File: src/rtl/cm0_pmu_sleep_ctrl.sv
// Sleep sequencer driving the HCLK clock-gate ENABLE: entry hold-off, gating, wake settle.
// Optional deep-sleep domain enable is built when CM0_PMU_DEEPSLEEP_EN is defined.
module cm0_pmu_sleep_ctrl #(
    parameter int unsigned ACG       = 1,
    parameter int unsigned ENTRY_DLY = 4,
    parameter int unsigned EXIT_DLY  = 2
) (
    input  logic       FCLK,
    input  logic       PORESETn,
    input  logic       SLEEPING,
    input  logic       SLEEPDEEP,
    input  logic       WAKEUP,
    input  logic       DBGPWRUP,
    output logic       HCLK_EN,
    output logic       DEEP_EN,
    output logic       WAKE_DONE,
    output logic [1:0] PMU_STATE
);

    localparam int unsigned CNT_W = 8;

    typedef enum logic [1:0] {
        ST_RUN   = 2'd0,
        ST_ENTRY = 2'd1,
        ST_GATED = 2'd2,
        ST_WAKE  = 2'd3
    } state_e;

    state_e             state_q, state_d;
    logic [CNT_W-1:0]   cnt_q, cnt_d;
    logic               hclk_en_q, hclk_en_d;
    logic               wake_done_q, wake_done_d;
    logic               hold_c;

    assign hold_c = WAKEUP | DBGPWRUP;

    // Next-state decode; counter is loaded on state entry and counts down to zero.
    always_comb begin
        state_d = state_q;
        cnt_d   = cnt_q;
        unique case (state_q)
            ST_RUN: begin
                if ((ACG != 0) && SLEEPING && !hold_c) begin
                    state_d = ST_ENTRY;
                    cnt_d   = CNT_W'(ENTRY_DLY);
                end
            end
            ST_ENTRY: begin
                if (hold_c || !SLEEPING) begin
                    state_d = ST_RUN;
                end else if (cnt_q == '0) begin
                    state_d = ST_GATED;
                end else begin
                    cnt_d = cnt_q - CNT_W'(1);
                end
            end
            ST_GATED: begin
                if (hold_c) begin
                    state_d = ST_WAKE;
                    cnt_d   = CNT_W'(EXIT_DLY);
                end
            end
            ST_WAKE: begin
                if (cnt_q == '0) begin
                    state_d = ST_RUN;
                end else begin
                    cnt_d = cnt_q - CNT_W'(1);
                end
            end
            default: state_d = ST_RUN;
        endcase
        // Enables decoded from the next state so the gate sees a clean registered level.
        hclk_en_d   = (state_d != ST_GATED);
        wake_done_d = (state_q == ST_WAKE) && (state_d == ST_RUN);
    end

`ifdef CM0_PMU_DEEPSLEEP_EN
    logic sd_cap_q, sd_cap_d;
    logic deep_en_q, deep_en_d;

    // SLEEPDEEP is only sampled on the ENTRY->GATED transition.
    always_comb begin
        sd_cap_d = sd_cap_q;
        if ((state_q == ST_ENTRY) && (state_d == ST_GATED)) begin
            sd_cap_d = SLEEPDEEP;
        end
        deep_en_d = !((state_d == ST_GATED) && sd_cap_d);
    end

    assign DEEP_EN = deep_en_q;
`else
    logic unused_sleepdeep;

    assign unused_sleepdeep = SLEEPDEEP;
    assign DEEP_EN          = 1'b1;
`endif

    always_ff @(posedge FCLK or negedge PORESETn) begin
        if (!PORESETn) begin
            state_q     <= ST_RUN;
            cnt_q       <= '0;
            hclk_en_q   <= 1'b1;
            wake_done_q <= 1'b0;
`ifdef CM0_PMU_DEEPSLEEP_EN
            sd_cap_q    <= 1'b0;
            deep_en_q   <= 1'b1;
`endif
        end else begin
            state_q     <= state_d;
            cnt_q       <= cnt_d;
            hclk_en_q   <= hclk_en_d;
            wake_done_q <= wake_done_d;
`ifdef CM0_PMU_DEEPSLEEP_EN
            sd_cap_q    <= sd_cap_d;
            deep_en_q   <= deep_en_d;
`endif
        end
    end

    assign HCLK_EN   = hclk_en_q;
    assign WAKE_DONE = wake_done_q;
    assign PMU_STATE = state_q;

endmodule

File: config.mk
export PLATFORM = sky130hd
export DESIGN_NAME = cm0_pmu_sleep_ctrl
export DESIGN_NICKNAME = d
export VERILOG_FILES = /design/src/rtl/cm0_pmu_sleep_ctrl.sv
export SDC_FILE = /design/constraint.sdc
export NUM_CORES = 1
export LEC_CHECK = 0
export ABC_CLOCK_PERIOD_IN_PS = 5750
export BUFFER_PORTS_ARGS = -buffer_cell sky130_fd_sc_hd__buf_2
export CAP_MARGIN = 15
export CORE_AREA = 4 4 41 43
export DETAILED_ROUTE_END_ITERATION = 8
export DIE_AREA = 0 0 45 47
export PLACE_DENSITY_LB_ADDON = 0.2
export SLEW_MARGIN = 15
export SYNTH_ARGS = -nofsm -noshare
export SYNTH_HDL_FRONTEND = slang
export SYNTH_SLANG_ARGS = --single-unit
File: constraint.sdc
create_clock -name FCLK -period 5.75 [get_ports FCLK]
set_clock_uncertainty 0.1 [all_clocks]
set_input_delay 1.15 -clock FCLK [delete_from_list [all_inputs] [get_ports FCLK]]
set_output_delay 1.15 -clock FCLK [all_outputs]
set_load 0.05 [all_outputs]
==> flow_summary_export.csv <==
group,metric,value,unit
run_status,status,"finished clean",
synthesis,synth_seq_cells,12,
finish,areaGrowthSynthToFinish,8.75,%
min_path,hold_class,"flop to flop",
floorplan,initial_core_util,57.1,%
synthesis,synthCells,75,
drt,vias,617,
floorplan,core_area,0.00130,mm²
clock_tree,htreeDepth,1,
placement,dpl.hpwl,1160,µm
floorplan,fp.dieArea,0.00212,mm²
synthesis,synth.distinct_cells,33,
power_and_ir_drop,finalPower,429,µW
floorplan,die_x,45,µm
grt,antenna_found_initial,0,
power_and_ir_drop,power_leakage,0.341,nW
synthesis,synth_warnings,0,
setup_path,critPathCaptureType,"flop",
clock_tree,cts-root-buf,"clkbuf_4",
synthesis,ys_seq_area_share,40.6,%
drt,drtIter0Drc,3,
synthesis,syn_area_per_cell,9.91,µm²
drt,wl_per_cell,15.4,µm
placement,dp.cells,95,
sta,setup_viol,0,
sta,fin_tns_setup,0,ps
setup_path,critPathMaxStageDelay,570,ps
grt,grt_pass1_wl,2440,µm
clock_tree,tritoncts,"yes",
sta,final-hold-violation-count,0,
synthesis,ys.flop_type,"dfrtp_1",
grt,grt.total_usage,16.6,%
synthesis,syn_nets,83,
synthesis,post-synth-top-area-cell,"dfrtp_1",
setup_path,path_cells,"buf_2 > nor4b_1 > o21ai_0 > a21boi_1",
synthesis,ys_top_cells_by_area,"dfrtp_1, o31ai_1, or4_1",
synthesis,synth_commonest_cells,"dfrtp_1, nor2_1, o21ai_0",
drt,drc_errors,0,
finish,diodes,0,
finish,finalNonFillerCells,99,
setup_path,cp.required,5800,ps
sta,rsz0062_at_grt,"no",
placement,post-place-ws,3070,ps
setup_path,critical_path_buf_inv_count,1,
power_and_ir_drop,irDropWorstVdd,0.264,mV
setup_path,cp.arrival,2440,ps
drt,wirelength,1530,µm
setup_path,crit_slowest_cell,"nor4b_1",
synthesis,synth_most_common_cell,"dfrtp_1",
power_and_ir_drop,power_density,531,mW/mm²
setup_path,worstPathMaxFanout,5,
setup_path,setup.worst_path.start_class,"input pin",
synthesis,synthArstFlopShare,100,%
sta,relSlewSlack,58.0,%
clock_tree,clk_latency,270,ps
synthesis,netlist_area,743,µm²
sta,postLayoutSetupSlackWorst,3360,ps
sta,drv_slew,0,
setup_path,path_delay_family,"compound AO/OA/AOI/OAI gates",
finish,fin_area,808,µm²
drt,firstDrtPassIters,4,
synthesis,yosysTopAreaCellShare,37.0,%
clock_tree,cts_buffers,3,
clock_tree,cts_sinks,12,
sta,tightest_slew,621,ps
flow_run,maxCapViolCount,0,
synthesis,synth_enable_flop_cells,0,
sta,fin_crit_sh,41.5,%
finish,fillers,111,
clock_tree,post_cts_resized,0,
floorplan,num_rows,13,
sta,clock.fmax,0.419,GHz
clock_tree,cts_hold_buf,0,
drt,antenna_left,0,
drt,vias_per_cell,6.23,
placement,gp_congestion,0.807,
finish,drive_above_1_share,21.4,%
setup_path,path_class,"input pin to flop",
clock_tree,cts_setup_buffers,0,
placement,port_buffers,8,
grt,grt_pass1_vias,550,
clock_tree,clk_path_buf_depth,2,
finish,nets,93,
sta,worst_hold_slack,457,ps
clock_tree,cts.clk_slew.worst_paths,70,ps
grt,grt_max_degree,15,
finish,fin_util,62.1,%
grt,overflow,0,
floorplan,ioPinCount,11,
sta,min_period,2390,ps
floorplan,die_y,47,µm
placement,placed_cell_area,772,µm²
==> kinds of logic (layout without fill, tap and decap cells) <==
kind of cell,Yosys count,count (layout),share of synthesized area [%]
AND/OR/NAND/NOR,29,29,26.8
adder cells (fa/ha/maj),2,2,3.37
AO/OA/AOI/OAI,24,24,22.7
flip-flops,12,12,40.6
buffers and inverters,7,16,6.06
other,1,1,0.505
==> flip-flops by register name, indices dropped and copies added (netlist names) <==
signal,cells
WAKE_DONE,1
PMU_STATE,2
cnt_q,8
HCLK_EN,1
==> placed cells by master, fill, tap and decap left out, types with 2 or more instances in the layout <==
cell / instances
nand3_1: 2
inv_1: 4
a21oi_1: 2
clkbuf_4: 3
o21ai_0: 7
or4_1: 5
dfrtp_1: 11
buf_2: 8
nor2_1: 7
o31ai_1: 5
a21boi_0: 2
nand2_1: 3
a21boi_1: 3
ha_1: 2
==> final timing paths <==
path / start / endpoint / slack [ps] / cells after the start
worst min register to register: cnt_q[0] / cnt_q[0] / 460 / 1
worst max-delay path: DBGPWRUP / cnt_q[7] / 3360 / 4
max in group asynchronous: PORESETn / HCLK_EN / 4650 / 1
min in group asynchronous: PORESETn / cnt_q[4] / 640 / 1
worst min-delay path: cnt_q[0] / cnt_q[0] / 460 / 1
worst max register to register: cnt_q[1] / cnt_q[2] / 3630 / 6
==> area by class of cell <==
type                    instances  area (µm²)  share of cell area (%)
repair buffers                  8        40.0                    4.95
clock buffers                   4        36.3                    4.49
inverters                       4        15.0                    1.86
flip-flops and latches         12         302                    37.3
well taps                      15        18.8                    2.32
multi-input cells              56         397                    49.1
==> layer usage <==
layer | track usage (%) | vias to the layer above | wire length, µm | share of wire, %
li1 | - | 302 | - | -
met1 | 18.7 | 293 | 669 | 44
met2 | 28.0 | 18 | 747 | 49
met3 | 6.13 | 4 | 86 | 5.6
met4 | 7.60 | 0 | 26 | 1.7
met5 | 0 | - | 0 | 0
==> report_power, final <==
| group | total [mW] | switching [mW] | internal [mW] |
|---|---|---|---|
| Sequential | 0.165 | 0.0469 | 0.118 |
| Clock | 0.0658 | 0.0273 | 0.0385 |
| Combinational | 0.198 | 0.121 | 0.0768 |
| Total | 0.429 | 0.196 | 0.233 |
Note: power is estimated with default switching activity, not from simulation.
